`config.mk`:
```
export PLATFORM = sky130hd
export DESIGN_NAME = instr_fetch_flat
export DESIGN_NICKNAME = d
export VERILOG_FILES = /design/src/rtl/glorb_pkg.sv /design/src/rtl/instr_fetch_if.sv /design/src/rtl/fetch_queue.sv /design/src/rtl/instr_fetch.sv /design/src/flat_wrapper.sv
export SDC_FILE = /design/constraint.sdc
export NUM_CORES = 1
export LEC_CHECK = 0
export CAP_MARGIN = 20
export CORE_ASPECT_RATIO = 0.6
export CORE_UTILIZATION = 33
export CTS_CLUSTER_SIZE = 25
export DETAILED_ROUTE_END_ITERATION = 10
export GPL_TIMING_DRIVEN = 0
export PLACE_DENSITY = 0.53
export RECOVER_POWER = 100
export SLEW_MARGIN = 5
export SYNTH_ARGS = -nofsm -noshare
export SYNTH_HDL_FRONTEND = slang
export SYNTH_HIERARCHICAL = 1
export SYNTH_SLANG_ARGS = --single-unit
export TNS_END_PERCENT = 1
```
`constraint.sdc`:
```
create_clock -name clk -period 2.7 [get_ports clk]
set_input_delay 0.405 -clock clk [delete_from_list [all_inputs] [get_ports clk]]
set_output_delay 0.405 -clock clk [all_outputs]
set_load 0.01 [all_outputs]
```
`src/rtl/glorb_pkg.sv`:
```
// Shared definitions for the glorb fetch path: word widths, fetch state
// encoding and the {pc, data} record carried through the fetch queue.
package glorb_pkg;

    localparam int IW        = 8;
    localparam int IMW       = 4;
    localparam int DEF_DEPTH = 2;

    typedef enum logic {
        IDLE = 1'b0,
        RUN  = 1'b1
    } fetch_state_e;

    typedef struct packed {
        logic [IMW-1:0] pc;
        logic [IW-1:0]  data;
    } fetch_entry_t;

endpackage

```
`src/rtl/instr_fetch_if.sv`:
```
// Fetch-stage bus: control from execute, instruction memory port and the
// decode-side valid/ready handshake. master = fetch stage, slave = its peers.
interface instr_fetch_if;
    import glorb_pkg::*;

    logic           start;
    logic           branch_taken;
    logic [IMW-1:0] branch_target;
    logic           imem_en;
    logic [IMW-1:0] imem_addr;
    logic [IW-1:0]  imem_rdata;
    logic           inst_valid;
    logic           inst_ready;
    logic [IW-1:0]  inst_data;
    logic [IMW-1:0] inst_pc;

    modport master (
        input  start, branch_taken, branch_target, imem_rdata, inst_ready,
        output imem_en, imem_addr, inst_valid, inst_data, inst_pc
    );

    modport slave (
        output start, branch_taken, branch_target, imem_rdata, inst_ready,
        input  imem_en, imem_addr, inst_valid, inst_data, inst_pc
    );

endinterface

```
`src/rtl/fetch_queue.sv`:
```
// Small synchronous FIFO of fetched {pc, data} entries. Flush beats a
// same-cycle push; DEPTH must be a power of two so pointers wrap for free.
module fetch_queue
    import glorb_pkg::*;
#(
    parameter  int DEPTH = DEF_DEPTH,
    localparam int AW    = $clog2(DEPTH),
    localparam int CW    = AW + 1
) (
    input  logic          clk,
    input  logic          rst_n,
    input  logic          push,
    input  fetch_entry_t  push_entry,
    input  logic          pop,
    input  logic          flush,
    output logic [CW-1:0] count,
    output fetch_entry_t  head
);

    fetch_entry_t  mem_q [DEPTH];
    fetch_entry_t  mem_d [DEPTH];
    logic [AW-1:0] wr_ptr_q, wr_ptr_d;
    logic [AW-1:0] rd_ptr_q, rd_ptr_d;
    logic [CW-1:0] count_q, count_d;

    always_comb begin
        mem_d    = mem_q;
        wr_ptr_d = wr_ptr_q;
        rd_ptr_d = rd_ptr_q;
        count_d  = count_q;
        if (flush) begin
            wr_ptr_d = '0;
            rd_ptr_d = '0;
            count_d  = '0;
        end else begin
            if (push) begin
                mem_d[wr_ptr_q] = push_entry;
                wr_ptr_d        = wr_ptr_q + AW'(1);
            end
            if (pop) begin
                rd_ptr_d = rd_ptr_q + AW'(1);
            end
            count_d = count_q + CW'(push) - CW'(pop);
        end
    end

    always_ff @(posedge clk or negedge rst_n) begin
        if (!rst_n) begin
            for (int i = 0; i < DEPTH; i++) begin
                mem_q[i] <= '0;
            end
            wr_ptr_q <= '0;
            rd_ptr_q <= '0;
            count_q  <= '0;
        end else begin
            mem_q    <= mem_d;
            wr_ptr_q <= wr_ptr_d;
            rd_ptr_q <= rd_ptr_d;
            count_q  <= count_d;
        end
    end

    assign count = count_q;
    assign head  = mem_q[rd_ptr_q];

endmodule

```
`src/rtl/instr_fetch.sv`:
```
// Instruction fetch stage: owns the fetch pc, issues reads to a one-cycle
// instruction memory, queues returned words and hands them to decode.
module instr_fetch
    import glorb_pkg::*;
#(
    parameter int DEPTH = DEF_DEPTH
) (
    input  logic          clk,
    input  logic          rst_n,
    instr_fetch_if.master bus
);

    localparam int CW = $clog2(DEPTH) + 1;
    localparam int OW = CW + 1;

    fetch_state_e   state_q, state_d;
    logic [IMW-1:0] fetch_pc_q, fetch_pc_d;
    logic [IMW-1:0] inflight_pc_q, inflight_pc_d;
    logic           inflight_q, inflight_d;
    logic           kill_q, kill_d;

    logic           redirect;
    logic [IMW-1:0] redirect_target;
    logic           inst_valid;
    logic           pop;
    logic           push;
    logic           issue;
    logic [OW-1:0]  occupancy;
    logic [CW-1:0]  q_count;
    fetch_entry_t   q_head;
    fetch_entry_t   push_entry;

    // start while running is treated as a redirect to 0 and wins over a branch
    always_comb begin
        redirect        = (state_q == RUN) && (bus.start || bus.branch_taken);
        redirect_target = bus.start ? '0 : bus.branch_target;
    end

    always_ff @(posedge clk or negedge rst_n) begin
        if (!rst_n) begin
            state_q <= IDLE;
        end else begin
            state_q <= state_d;
        end
    end

    always_comb begin
        state_d = state_q;
        case (state_q)
            IDLE:    if (bus.start) state_d = RUN;
            RUN:     state_d = RUN;
            default: state_d = IDLE;
        endcase
    end

    // Occupancy counts the word still in flight so the queue can never overflow
    always_comb begin
        inst_valid = (q_count != '0) && !redirect;
        pop        = inst_valid && bus.inst_ready;
        occupancy  = OW'(q_count) + OW'(inflight_q) - OW'(pop);
        issue      = (state_q == RUN) && !redirect && (occupancy < OW'(DEPTH));

        bus.imem_en    = issue;
        bus.imem_addr  = fetch_pc_q;
        bus.inst_valid = inst_valid;
        bus.inst_data  = q_head.data;
        bus.inst_pc    = q_head.pc;
    end

    always_comb begin
        fetch_pc_d    = fetch_pc_q;
        inflight_pc_d = inflight_pc_q;
        inflight_d    = issue;
        kill_d        = redirect ? inflight_q : 1'b0;
        if (state_q == IDLE && bus.start) begin
            fetch_pc_d = '0;
        end else if (redirect) begin
            fetch_pc_d = redirect_target;
        end else if (issue) begin
            fetch_pc_d    = fetch_pc_q + IMW'(1);
            inflight_pc_d = fetch_pc_q;
        end
        push            = inflight_q && !kill_q;
        push_entry.pc   = inflight_pc_q;
        push_entry.data = bus.imem_rdata;
    end

    always_ff @(posedge clk or negedge rst_n) begin
        if (!rst_n) begin
            fetch_pc_q    <= '0;
            inflight_pc_q <= '0;
            inflight_q    <= 1'b0;
            kill_q        <= 1'b0;
        end else begin
            fetch_pc_q    <= fetch_pc_d;
            inflight_pc_q <= inflight_pc_d;
            inflight_q    <= inflight_d;
            kill_q        <= kill_d;
        end
    end

    fetch_queue #(
        .DEPTH (DEPTH)
    ) u_queue (
        .clk        (clk),
        .rst_n      (rst_n),
        .push       (push),
        .push_entry (push_entry),
        .pop        (pop),
        .flush      (redirect),
        .count      (q_count),
        .head       (q_head)
    );

endmodule

```
`src/flat_wrapper.sv`:
```
// flat-port wrapper written by rule: the top's interface ports become plain ports
module instr_fetch_flat import glorb_pkg::*;
#(
    parameter int DEPTH = DEF_DEPTH
)
  (clk, rst_n, bus_start, bus_branch_taken, bus_branch_target, bus_imem_rdata, bus_inst_ready, bus_imem_en, bus_imem_addr, bus_inst_valid, bus_inst_data, bus_inst_pc);
  instr_fetch_if bus_i ();
  input  logic clk;
  input  logic rst_n;
  input wire logic [$bits(bus_i.start)-1:0] bus_start;
  input wire logic [$bits(bus_i.branch_taken)-1:0] bus_branch_taken;
  input wire logic [$bits(bus_i.branch_target)-1:0] bus_branch_target;
  input wire logic [$bits(bus_i.imem_rdata)-1:0] bus_imem_rdata;
  input wire logic [$bits(bus_i.inst_ready)-1:0] bus_inst_ready;
  output wire logic [$bits(bus_i.imem_en)-1:0] bus_imem_en;
  output wire logic [$bits(bus_i.imem_addr)-1:0] bus_imem_addr;
  output wire logic [$bits(bus_i.inst_valid)-1:0] bus_inst_valid;
  output wire logic [$bits(bus_i.inst_data)-1:0] bus_inst_data;
  output wire logic [$bits(bus_i.inst_pc)-1:0] bus_inst_pc;
  assign bus_i.start = bus_start;
  assign bus_i.branch_taken = bus_branch_taken;
  assign bus_i.branch_target = bus_branch_target;
  assign bus_i.imem_rdata = bus_imem_rdata;
  assign bus_i.inst_ready = bus_inst_ready;
  assign bus_imem_en = bus_i.imem_en;
  assign bus_imem_addr = bus_i.imem_addr;
  assign bus_inst_valid = bus_i.inst_valid;
  assign bus_inst_data = bus_i.inst_data;
  assign bus_inst_pc = bus_i.inst_pc;
  instr_fetch #(.DEPTH(DEPTH)) u_core (.clk(clk), .rst_n(rst_n), .bus(bus_i));
endmodule
```
==> results_dict.tcl, run 1 <==
set metrics [dict create \
    io_pins 35 \
    power.leakage_nw 1.15 \
    fin_nets 210 \
    grt.overflow.total 0 \
    vias_per_cell 4.65 \
    swShare 0.242 \
    start_kind "flop" \
    syn2layout_area_growth_pct 31.8 \
    wl_met3_um 119 \
    setup_viol 2 \
    place.detailed.hpwl_um 2680 \
    clockBufferDepth 2 \
    dieHeight_um 60.7 \
    ys_seq_area_frac 0.514 \
    multi_input_area_sq_um 890 \
    register_area_sq_um 977 \
    yosysUniqueCellTypes 31 \
    routed_wl_um 3870 \
    drt_iter0_drc 32 \
    ant_nets 0 \
    num_rows 20 \
    fin_crit_ns 2.75 \
    initial_core_util 0.358 \
    endpoint_kind "output port" \
    grt_max_degree 40 \
    drv_cap 1 \
    cts_tree "built" \
    clkTransAtPathRegs_ns 0.07 \
    cts_max_level 2 \
    route.detailed.drc 0 \
    core_area_sq_um 5310 \
    powerDensity_nw_per_um2 611 \
    holdBufCountCts 0 \
    wl_per_cell_um 14.6 \
    crit_path_max_fanout 2 \
    synth_seq_cells 39 \
    topRoutingLayerUsed "met4" \
    final_common_cell "dfrtp_1" \
    clock_sinks 39 \
    grt_pass1_wl_um 6440 \
    status "finished, violations left" \
    wl_met2_um 1830 \
    final.setup.tns_ns -0.0601 \
    antennaDiodeCount 0 \
    final.period_utilization 1.02 \
    fillCellCount 492 \
    grt_usage 0.143 \
    first_global_vias 1329 \
    drt-met1-wl_um 1880 \
    dieWidth_um 99.9 \
    avgSynthCellArea_sq_um 14.0 \
    synthCells 136 \
    layout_common_cells "38 x dfrtp_1, 30 x mux2_2, 16 x dlygate4sd3_1" \
    fin_ws_ns -0.0466 \
    syn_area_sq_um 1900 \
    pwr-share-clk 0.300 \
    fmax_mhz 364 \
    ir_drop_mv 0.217 \
    rsz0062_at_grt "yes" \
    drv_slew 40 \
    violations "capacitance limit, slew limit, setup timing" \
    hold_class "input pin to flop" \
    pwr-share-seq 0.472 \
    drive_gt1_frac 0.356 \
    cts_root_buf "clkbuf_8" \
    pwr-share-comb 0.227 \
    clk_latency_ns 0.28 \
    tightest_slew_ns 2.07 \
    portBuffers 34 \
    worst_clock_skew_ns 0.00337 \
    vias 1232 \
    crit_required_ns 2.30 \
    synth_warnings 6 \
    synth_nets 158 \
    cts_buffers 5 \
    worst-setup-path-type "flop to output port" \
    firstDrtPassIters 4 \
    max_slew_margin -0.383 \
    p_switching_mw 0.371 \
    p_int_mw 1.16 \
    hold_violations 0 \
    place_inst 247 \
    grt_antenna_before_repair 0 \
    fp.dieArea_sq_um 6070 \
    worstPathArrival_ns 2.34 \
    final_cells 265 \
    globalplace.congestion 0.721 \
]
## metrics by stage
| step | total power, mW | setup WS [ns] | area, sq um | hold slack, ns | utilization |
|---|---|---|---|---|---|
| floorplan | 0.943 | 0.0209 | 1940 | 0.109 | - |
| global placement | 1.12 | -1.25 | 2370 | 0.481 | 0.448 |
| detailed placement | 1.14 | -1.29 | 2370 | 0.488 | 0.447 |
| CTS | 1.61 | -0.0917 | 2590 | 0.256 | 0.488 |
| global route | 1.62 | -0.135 | 2500 | 0.391 | 0.472 |
| finish | 1.53 | -0.0466 | 2500 | 0.398 | 0.472 |
## sequential cells by signal, indices dropped and copies added (netlist names)
signal,cells
u_core/inflight_pc_q,4
u_core/u_queue/count,2
u_core/u_queue/mem_q,24
u_core/kill_q,1
u_core/state_q,1
u_core/u_queue/rd_ptr_q,1
u_core/bus.imem_addr,4
u_core/inflight_q,1
u_core/u_queue/wr_ptr_q,1
## Yosys cell counts, drive strengths merged
master | count | share of area
a211o | 1 | 0.0046
a311oi | 3 | 0.014
a31oi | 1 | 0.0033
and2 | 2 | 0.0066
buf | 4 | 0.022
dfrtp | 39 | 0.51
fa | 1 | 0.011
ha | 4 | 0.026
inv | 5 | 0.0099
mux2 | 40 | 0.26
nand2 | 2 | 0.0040
nand2b | 1 | 0.0033
nand3 | 4 | 0.011
nand3b | 1 | 0.011
nand4 | 2 | 0.0066
nor2 | 9 | 0.018
nor2b | 2 | 0.0066
nor3b | 2 | 0.014
o21a | 2 | 0.0079
o21ai | 2 | 0.0053
o31ai | 1 | 0.0040
or2 | 1 | 0.0033
or3 | 1 | 0.0040
or4 | 1 | 0.0040
xnor2 | 3 | 0.014
xnor3 | 1 | 0.012
xor2 | 1 | 0.0046
## kinds of logic (layout without fill, tap and decap cells)
group | count (synthesis) | after routing | share of synthesized area
muxes | 40 | 40 | 0.257
xor gates and xnor gates | 5 | 5 | 0.0303
DFF | 39 | 39 | 0.514
buffers and inverters | 9 | 61 | 0.0316
AOI/OAI and AO/OA | 10 | 10 | 0.0389
and+or+nand+nor | 28 | 28 | 0.0910
adders and majority gates | 5 | 5 | 0.0369
## final timing paths
kind,start,end,slack [ns],depth (start not counted)
worst max-delay path,u_core/u_queue/count[1],bus_imem_en,-0.05,10
worst min-delay path,bus_start,u_core/bus.imem_addr[2],0.40,2
worst max register to register,u_core/u_queue/count[1],u_core/bus.imem_addr[3],-0.01,10
worst min register to register,u_core/u_queue/mem_q[19],u_core/u_queue/mem_q[19],0.49,1
max in group asynchronous,rst_n,u_core/u_queue/count[1],0.65,1
min in group asynchronous,rst_n,u_core/u_queue/mem_q[22],0.71,1
## power groups by stage
stage	sequential [mW]	combinational, mW	clock [mW]
2_1_floorplan	0.722	0.221	0
3_3_place_gp	0.731	0.394	0
3_5_place_dp	0.737	0.400	0
4_1_cts	0.727	0.412	0.474
5_1_grt	0.735	0.382	0.506
6_report	0.722	0.348	0.459
## critical path, stage by stage, from the launching register on
cell and delay, ns:
dfrtp_2 0.41, nor2_2 0.15, nor2_4 0.05, and2_4 0.16
ha_4 0.20, nand2b_4 0.14, fa_2 0.41, xnor2_4 0.16
nand4_1 0.15, inv_1 0.10, buf_2 0.13
## timing repair
action	in CTS	in global routing
pin swaps	6	5
resized for setup	16	5
setup buffers	11	1
endpoints found under the setup margin	10	4
## final cells by class
type                    count  area share
inverters                   5     0.00750
flip-flops and latches     39       0.390
clock buffers               6      0.0290
plain buffers               3     0.00500
repair buffers             46       0.162
clock inverters             1      0.0120
well taps                  77      0.0385
multi-input cells          88       0.355
## layer usage
metal  track usage  vias up
li1              -      587
met1         0.180      620
met2         0.248       20
met3        0.0380        5
met4        0.0441        0
met5             0        -
(Power assumes the default switching activity.)
==> inputs of run 2 (changes only) <==
--- a/config.mk
+++ b/config.mk
@@ -16,6 +16,5 @@
 export SLEW_MARGIN = 5
 export SYNTH_ARGS = -nofsm -noshare
 export SYNTH_HDL_FRONTEND = slang
-export SYNTH_HIERARCHICAL = 1
 export SYNTH_SLANG_ARGS = --single-unit
 export TNS_END_PERCENT = 1
==> results_dict.tcl, run 2 <==
set metrics [dict create \
    status "finished, violations left" \
    violations "DRC, capacitance limit, slew limit, setup timing" \
    synth_seq_cells 39 \
    synthTopCellsByArea "dfrtp_1 54%, mux2_2 22%, mux2_4 3.3%, xnor2_1 2.4%, nor2_1 1.7%" \
    fp.dieArea_sq_um 5800 \
    avgSynthCellArea_sq_um 13.4 \
    start_kind "flop" \
    drv_slew 40 \
    synth_top_area_cell "dfrtp_1" \
    setup_viol 1 \
    grt.overflow.total 0 \
    p_int_mw 1.10 \
    grt_max_degree 40 \
    initial_core_util 0.350 \
    powerDensity_nw_per_um2 627 \
    synth_warnings 0 \
    cp-startpoint "u_core.state_q" \
    synthCells 135 \
    tightest_slew_ns 2.02 \
    fin_ws_ns -0.145 \
    placed_cell_area_sq_um 2230 \
    crit_path_max_fanout 8 \
    max_slew_margin -0.348 \
    ys_top_cells_by_count "39 x dfrtp_1, 36 x mux2_2, 8 x nor2_1, 5 x nor3_1, 5 x xnor2_1" \
    worst_clock_skew_ns 0.00459 \
    fin_crit_ns 2.84 \
    core_area_sq_um 5180 \
    holdBufCountCts 0 \
    power.leakage_nw 1.06 \
    layout_common_cells "38 x dfrtp_1, 35 x mux2_2, 21 x clkdlybuf4s50_1" \
    drive_gt1_frac 0.363 \
    clockBufferDepth 2 \
    grt_antenna_before_repair 0 \
    p_switching_mw 0.385 \
    ys_seq_area_frac 0.539 \
    worst-setup-path-type "flop to output port" \
    grt_pass1_wl_um 6320 \
    dieHeight_um 59.4 \
    fmax_mhz 352 \
    drt_iter0_drc 22 \
    synthArstFlopShare 1.00 \
    route.detailed.drc 6 \
    cts_root_buf "clkbuf_8" \
    crit_required_ns 2.30 \
    clkTransAtPathRegs_ns 0.07 \
    wl_per_cell_um 15.0 \
    final.setup.tns_ns -0.145 \
    routed_wl_um 3710 \
    dieWidth_um 97.6 \
    globalplace.congestion 0.751 \
    hold_violations 0 \
    ant_nets 0 \
    swShare 0.260 \
    syn_area_sq_um 1810 \
    synth.most_common_cell "dfrtp_1" \
    holdCritStartpoint "bus_start" \
    syn2layout_area_growth_pct 30.5 \
    first_global_vias 1301 \
    vias_per_cell 4.95 \
    endpoint_kind "output port" \
    portBuffers 34 \
    worstPathArrival_ns 2.44 \
    num_rows 20 \
    final_common_cell "dfrtp_1" \
    firstDrtPassIters 7 \
    synth_edf_count 0 \
    pwr-share-seq 0.488 \
    hold_class "input pin to flop" \
    clk_latency_ns 0.28 \
    place.detailed.hpwl_um 2570 \
    regMostFlops "u_core.u_queue.mem_q" \
    cts_buffers 5 \
    r2r-start "u_core.state_q" \
    antennaDiodeCount 0 \
    ir_drop_mv 0.185 \
    fin_nets 201 \
    io_pins 35 \
    largest_reg_flops 24 \
    power.total_mw 1.48 \
    fin_area_sq_um 2360 \
    synthFlopType "dfrtp_1" \
    utilization 0.456 \
    rsz0062_at_grt "yes" \
    clock_sinks 39 \
    final.period_utilization 1.05 \
    vias 1227 \
    drv_cap 1 \
    cts_max_level 2 \
    yosysUniqueCellTypes 32 \
    pwr-share-clk 0.252 \
    cts_tree "built" \
    yosys.area.top_type_share 0.539 \
    rrSetupSlack_ns 0.11 \
    synth_nets 155 \
    pre_cts_slack_ns -1.44 \
    grt_usage 0.145 \
    pwr-share-comb 0.259 \
]
-- run 2: worst max-delay path, stage by stage, from the launching register on --
cell	delay, ns
dfrtp_2	0.37
buf_4	0.12
o21a_2	0.22
nor3_2	0.08
fa_2	0.58
nand2_2	0.06
or2_4	0.23
or3_4	0.35
inv_4	0.06
buf_6	0.09
-- run 2: final timing paths --
check,end,cells after the start
setup / recovery,bus_imem_en,9
hold / removal,u_core.bus.imem_addr[0],2
setup reg to reg,u_core.inflight_pc_q[2],9
hold reg to reg,u_core.u_queue.mem_q[10],1
max in group asynchronous,u_core.state_q,1
min in group asynchronous,u_core.u_queue.mem_q[3],1
-- run 2: through the flow --
step,hold slack (ns),std cells
2_1_floorplan,0.109,135
3_3_place_gp,0.482,235
3_5_place_dp,0.488,235
4_1_cts,0.257,249
5_1_grt,0.393,248
6_report,0.396,248
-- run 2: logic make-up after synthesis --
group | after synthesis | share of synthesized area
flip-flops | 39 | 0.539
AND/OR/NAND/NOR | 30 | 0.0857
multiplexers | 41 | 0.263
adder cells (fa/ha/maj) | 3 | 0.0249
XOR/XNOR | 7 | 0.0339
buffers and inverters | 5 | 0.0173
AO/OA/AOI/OAI | 10 | 0.0366
-- run 2: routing by layer --
metal / wire length (um) / GRT usage / vias to the layer above
met2: 1550 / 0.211 / 45
met5: 0 / 0 / -
met3: 270 / 0.0519 / 7
met4: 25 / 0.0390 / 0
li1: - / - / 573
met1: 1860 / 0.205 / 602
-- run 2: final cells by class --
class | instances | area, sq um
repair buffers | 40 | 369
clock buffers | 7 | 76.3
inverters | 1 | 6.26
plain buffers | 3 | 11.3
well taps | 66 | 82.6
fillers | 486 | 2820
multi-input cells | 91 | 835
clock inverters | 1 | 5.00
flip-flops and latches | 39 | 977
-- run 2: power by group through the flow --
stage | Clock [mW] | Sequential (mW) | Combinational, mW
floorplan | 0 | 0.721 | 0.204
detailed placement | 0 | 0.737 | 0.390
CTS | 0.388 | 0.725 | 0.401
global placement | 0 | 0.729 | 0.382
global route | 0.415 | 0.741 | 0.415
finish | 0.374 | 0.724 | 0.384
-- run 2: repair_timing --
item / in CTS / in global routing
buffers inserted: 6 / 0
gates resized for setup: 27 / 2
setup endpoints to repair: 10 / 7
pin swaps: 6 / 2
